===== src/rtl/square_wave_meter.sv =====
// Square-wave meter: measures the high and low phase lengths of a clk-synchronous
// signal in base ticks and reports each complete, unsaturated period once.
module square_wave_meter #(
  parameter int BASE_CYCLES = 10,
  parameter int CNT_W       = 8
) (
  input  logic             clk,
  input  logic             reset,
  input  logic             signal_in,
  output logic [CNT_W-1:0] on_ticks,
  output logic [CNT_W-1:0] off_ticks,
  output logic             valid,
  output logic             timeout
);

  localparam int               PW         = (BASE_CYCLES > 1) ? $clog2(BASE_CYCLES) : 1;
  localparam logic [PW-1:0]    PRESC_LAST = PW'(BASE_CYCLES - 1);
  localparam logic [PW-1:0]    PRESC_ONE  = PW'(1);
  localparam logic [CNT_W-1:0] CNT_ONE    = CNT_W'(1);
  localparam logic [CNT_W-1:0] CNT_MAX    = {CNT_W{1'b1}};

  typedef enum logic [1:0] {
    WAIT_EDGE = 2'd0,
    HIGH      = 2'd1,
    LOW       = 2'd2
  } state_t;

  state_t           state_q;
  logic             sig_q;
  logic             primed_q;
  logic [PW-1:0]    presc_q;
  logic [PW-1:0]    presc_d;
  logic [CNT_W-1:0] cnt_q;
  logic [CNT_W-1:0] cnt_d;
  logic [CNT_W-1:0] high_cap_q;
  logic             have_high_q;

  logic             edge_s;
  logic             rise_s;
  logic             fall_s;
  logic             tick_s;
  logic             cnt_sat_s;

  // Edge detection and next values of the prescaler and phase tick counter
  always_comb begin
    edge_s    = primed_q && (signal_in != sig_q);
    rise_s    = edge_s && signal_in;
    fall_s    = edge_s && !signal_in;
    tick_s    = (presc_q == PRESC_LAST);
    cnt_sat_s = (cnt_q == CNT_MAX);

    // Loading 1 on the edge makes a phase of H cycles read floor(H/BASE_CYCLES)
    if (edge_s) begin
      presc_d = PRESC_ONE;
    end else if (tick_s) begin
      presc_d = '0;
    end else begin
      presc_d = presc_q + PRESC_ONE;
    end

    if (edge_s) begin
      cnt_d = '0;
    end else if (tick_s && !cnt_sat_s) begin
      cnt_d = cnt_q + CNT_ONE;
    end else begin
      cnt_d = cnt_q;
    end
  end

  // Input history, prescaler, tick counter and the registered timeout level
  always_ff @(posedge clk or negedge reset) begin
    if (!reset) begin
      sig_q    <= 1'b0;
      primed_q <= 1'b0;
      presc_q  <= '0;
      cnt_q    <= '0;
      timeout  <= 1'b0;
    end else begin
      sig_q    <= signal_in;
      primed_q <= 1'b1;
      presc_q  <= presc_d;
      cnt_q    <= cnt_d;
      timeout  <= (cnt_d == CNT_MAX);
    end
  end

  // Phase FSM: captures the high length at a fall, publishes the period at the next rise
  always_ff @(posedge clk or negedge reset) begin
    if (!reset) begin
      state_q     <= WAIT_EDGE;
      have_high_q <= 1'b0;
      high_cap_q  <= '0;
      on_ticks    <= '0;
      off_ticks   <= '0;
      valid       <= 1'b0;
    end else begin
      valid <= 1'b0;
      case (state_q)
        WAIT_EDGE: begin
          if (rise_s) begin
            state_q <= HIGH;
          end else if (fall_s) begin
            state_q <= LOW;
          end
        end
        HIGH: begin
          if (fall_s) begin
            state_q <= LOW;
            if (!cnt_sat_s) begin
              high_cap_q  <= cnt_q;
              have_high_q <= 1'b1;
            end else begin
              have_high_q <= 1'b0;
            end
          end
        end
        LOW: begin
          if (rise_s) begin
            state_q     <= HIGH;
            have_high_q <= 1'b0;
            if (have_high_q && !cnt_sat_s) begin
              on_ticks  <= high_cap_q;
              off_ticks <= cnt_q;
              valid     <= 1'b1;
            end
          end
        end
        default: begin
          state_q     <= WAIT_EDGE;
          have_high_q <= 1'b0;
        end
      endcase
    end
  end

endmodule


===== config.mk =====
export PLATFORM = sky130hd
export DESIGN_NAME = square_wave_meter
export DESIGN_NICKNAME = d
export VERILOG_FILES = /design/src/rtl/square_wave_meter.sv
export SDC_FILE = /design/constraint.sdc
export NUM_CORES = 1
export LEC_CHECK = 0
export CAP_MARGIN = 20
export CORE_MARGIN = 2
export CORE_UTILIZATION = 40
export CTS_CLUSTER_DIAMETER = 40
export CTS_CLUSTER_SIZE = 8
export DETAILED_ROUTE_END_ITERATION = 8
export SYNTH_ARGS = -nofsm -noshare
export SYNTH_HDL_FRONTEND = slang
export SYNTH_SLANG_ARGS = --single-unit

===== constraint.sdc =====
create_clock -name clk -period 5.7 [get_ports clk]
set_input_delay 0.855 -clock clk [delete_from_list [all_inputs] [get_ports clk]]
set_output_delay 0.855 -clock clk [all_outputs]
set_load 0.01 [all_outputs]

# == Word level (Yosys, flattened, before mapping) ==
# Cells that the tools add are included.
# word_totals
out_inout_bits,18
elab_cells,49
reg_bits,43
# op_classes
n_reduce_logical,11
n_eq_ne,8
n_mux,15
addsub,2
n_bitwise,2
# op_table
cell,count
$eq 8x8->1 const B,2
$mux 8,2
$reduce_and 3->1,3
$add 8x1->8 const B,1
$mux 4,2
$mux 1,6
$mux 2,3
$pmux 2 s3,1
$logic_and 1x1->1,5
$add 4x1->4 const B,1
$eq 4x4->1 const B,1
$ne 2x2->1 const B,2
$pmux 1 s3,1
$eq 2x1->1 const B,1
$eq 2x2->1 const B,1
$logic_not 1->1,2
$logic_not 2->1,1
$not 1->1,2
$ne 1x1->1,1

# == Logic depth before layout (Yosys ltp) ==
# depth
word_depth,6
depth_mapped,7

# == Least setup slack after synthesis ==
# OpenSTA, ideal clock, no wires.
# synth_timing
path_type,in2reg
from,in signal_in
to,reg off_ticks[0]
setup_slack_ps,3302
path_stages,6
t_arrival_ps,2273
cell_sequence,xor2_1 nand2_2 or4_1 buf_6 buf_12 mux2_4
# synth_via
elab_chain_len,4
# synth_lines
item,line,rtl
start: declaration,9,"input logic signal_in,"
$ne 1x1->1,46,edge_s = primed_q && (signal_in != sig_q);
$logic_and 1x1->1,46,
$logic_and 1x1->1 *,47,rise_s = edge_s && signal_in;
$reduce_and 3->1 (no source line) *,--,
end signal: assignment,123,off_ticks <= cnt_q;
end: declaration,11,"output logic [CNT_W-1:0] off_ticks,"
# Every way passes the cells marked *; elsewhere a longest branch is shown, timed or not.
# A chain may end at the register's enable or synchronous reset.

# == Worst setup path in the final report ==
# layout_timing
from,in signal_in
to,reg on_ticks[6]
# layout_via
elab_chain_len,4
# layout_lines
item,line,rtl
$ne 1x1->1,46,
$logic_and 1x1->1,46,
$logic_and 1x1->1 *,47,
$reduce_and 3->1 (no source line) *,--,
end signal: assignment,122,on_ticks <= high_cap_q;
end: declaration,10,"output logic [CNT_W-1:0] on_ticks,"
# Marks and branches as above.

==> metrics <==
outcome complete, no violations; met1 Use GR 19.0%; routed len/inst around 16 um; Post-DP HPWL 2440 um; drc violations 0; worst reg2reg path startpoint cnt_q[0]; met2 Usage GRT about 25%; met3 usage 3.87%; most frequent cell after synthesis dfrtp_1; syn nets 154; Startpoint Class input pin; drt via density 5.40; largest net degree at the start of global routing 44; Ports 21; synth unique cells 44; Post-Route WL ~3500 um; Sink Count 43; critical path type in -> reg; RSZ-0062 raised after global routing no; clock transition at the registers of the reported paths approximately 0.070 ns; required time worst endpoint 5.87 ns; flop2flop setup slack approximately 2.8 ns; Crit. Startpoint signal_in; Setup Fix Bufs, Post-CTS 0; first-pass GRT wire length between 6000 and 7000 um; Top FF cell, synth dfrtp_1; hold buffer count at CTS 0; H-tree depth 2; fin util 48.2%; remaining antenna violation count 0; Synth area leaders dfrtp_1 (56%), mux2_2 (8.8%), mux2_4 (7.1%); Hold Path Depth 1; asr flop ratio synth 100%; max cap viols 0; Fmax between 300 and 400 MHz; CP cell instances clkdlybuf4s50_1 > xor2_1 > nand2_2 > or4_1 > mux2_4; Post-synth top cells dfrtp_1 (43), mux2_2 (15), nor2_1 (12); CTS tree yes; Cell Pwr Density 333 mW/mm^2; Overflow after GRT 0; Setup TNS Final 0 ns; setup violators final 0; max_slew headroom 33.1%; post-CTS sizing 0; first-pass iteration count of the detailed router 4; number of buffers created by CTS 5; vias in the first global route 1300; R2R Path End off_ticks[5]; Setup Skew 0.00571 ns; clock buffer depth 2; EDFF count, synth 0; Critical path buffers and inverters 1; min Tclk post-route between 3 and 4 ns; routed vias approximately 1200; Worst Hold Class reg -> reg; Most Used Layer, Global Route met2; Nets 176; period utilisation layout around 54%; Syn Inst Count between 100 and 150; Initial Util 41.0%; Inserted Diodes 0; peak supply drop 0.000175 V; kind of end point of the critical path flop; CP max FO 17; number of I/O port buffers 20; worst r2r path cells 5; crit-path leading delay family simple AND/OR/NAND/NOR gates; CTS Root Cell clkbuf_8; fin area 0.00225 mm^2; GPL Wtd Cong 0.851; slowest cell on the critical path or4_1; Layout area overhead 17.6%; Worst-Skew Late Latency 0.29 ns; Leak 1.07 nW; Die ar. around 0.0053 mm^2; layout cells sized above 1 a little under a quarter; sequential share of the synthesized area between 50% and 60%; CORE AREA 0.00466 mm^2; Total GRT Usage 15.0%; synth warn 0; actual slew at the worst max-slew pin roughly 1.0 ns; number of DRC markers in iteration 0 slightly above 60; power after layout 748 uW; row cnt 25; Avg Cell Area, Syn about 13 um^2; Hold Crit Endpoint on_ticks[5]; Die Width 73.1 um; placed cell areas 0.00213 mm^2; post-synth top area cell dfrtp_1; setup ws final around 2.6 ns; hold wc startpoint high_cap_q[5]; DP Worst Slack 2.25 ns; Worst path max stage delay approximately 0.97 ns; Final Hold Vio Count 0; mapped cell area about 0.0019 mm^2; initial antenna violation count 0; WP data arrival between 3 and 4 ns; Seq cells post-synth 43; post-synth top area share 56.3%; Pins Over Slew Limit 0; die height 73.1 um
==> routing by layer <==
| layer | vias up | part of all wire [%] |
|---|---|---|
| li1 | 573 | - |
| met1 | 610 | 45 |
| met2 | 27 | 50 |
| met3 | 5 | 3.7 |
| met4 | 0 | 0.83 |
| met5 | - | 0 |
==> state kept, by name (all words and copies together) (netlist names) <==
name	flops
cnt_q	8
high_cap_q	8
off_ticks	8
on_ticks	8
presc_q	4
state_q	2
have_high_q	1
primed_q	1
sig_q	1
timeout	1
valid	1
==> logic make-up after synthesis <==
kind of cell | share of synthesized area [%]
AOI/OAI and AO/OA | 6.28
and+or+nand+nor | 12.0
xor gates and xnor gates | 2.75
adders and majority gates | 1.96
other | 0.196
DFF | 56.3
buffers and inverters | 3.08
muxes | 17.5
==> worst max-delay path by stage <==
stage | to | cells past startpoint | slack, ns
after floorplan | off_ticks[0] | 6 | 3.30
after global placement | on_ticks[7] | 5 | 2.40
after detailed placement | on_ticks[7] | 5 | 2.25
after CTS | on_ticks[6] | 5 | 2.56
after global routing | on_ticks[4] | 5 | 2.42
final | on_ticks[6] | 5 | 2.59
==> through the flow <==
step,hold WS (ns),cells
global route,0.530,225
detailed placement,0.495,217
CTS,0.511,225
floorplan,0.457,148
finish,0.509,225
global placement,0.476,217
==> where the power goes <==
group,internal [mW],total (mW),switching (mW)
clock network,0.142,0.241,0.0989
registers,0.344,0.383,0.0387
logic,0.0666,0.124,0.0577
total,0.553,0.748,0.195
==> final cells by class <==
type                            instances  area, um^2
Fill cell                             419        2410
Sequential cell                        43        1080
Multi-Input combinational cell         96         777
Timing Repair Buffer                   20         195
Clock buffer                            6        82.6
Tap cell                               54        67.6
Clock inverter                          2        35.0
Inverter                                4        15.0
==> cell usage in the layout, fill, tap and decap left out, drive strengths merged, types with 3 or more instances in the layout <==
cell type	count
dfrtp	43
mux2	24
clkdlybuf4s50	19
nor2	12
nand2	8
clkbuf	6
xor2	4
inv	4
a21oi	4
nand4	3
nor3	3
mux2i	3
nand3	3
ha	3
Power figures use the tool's default switching activity.
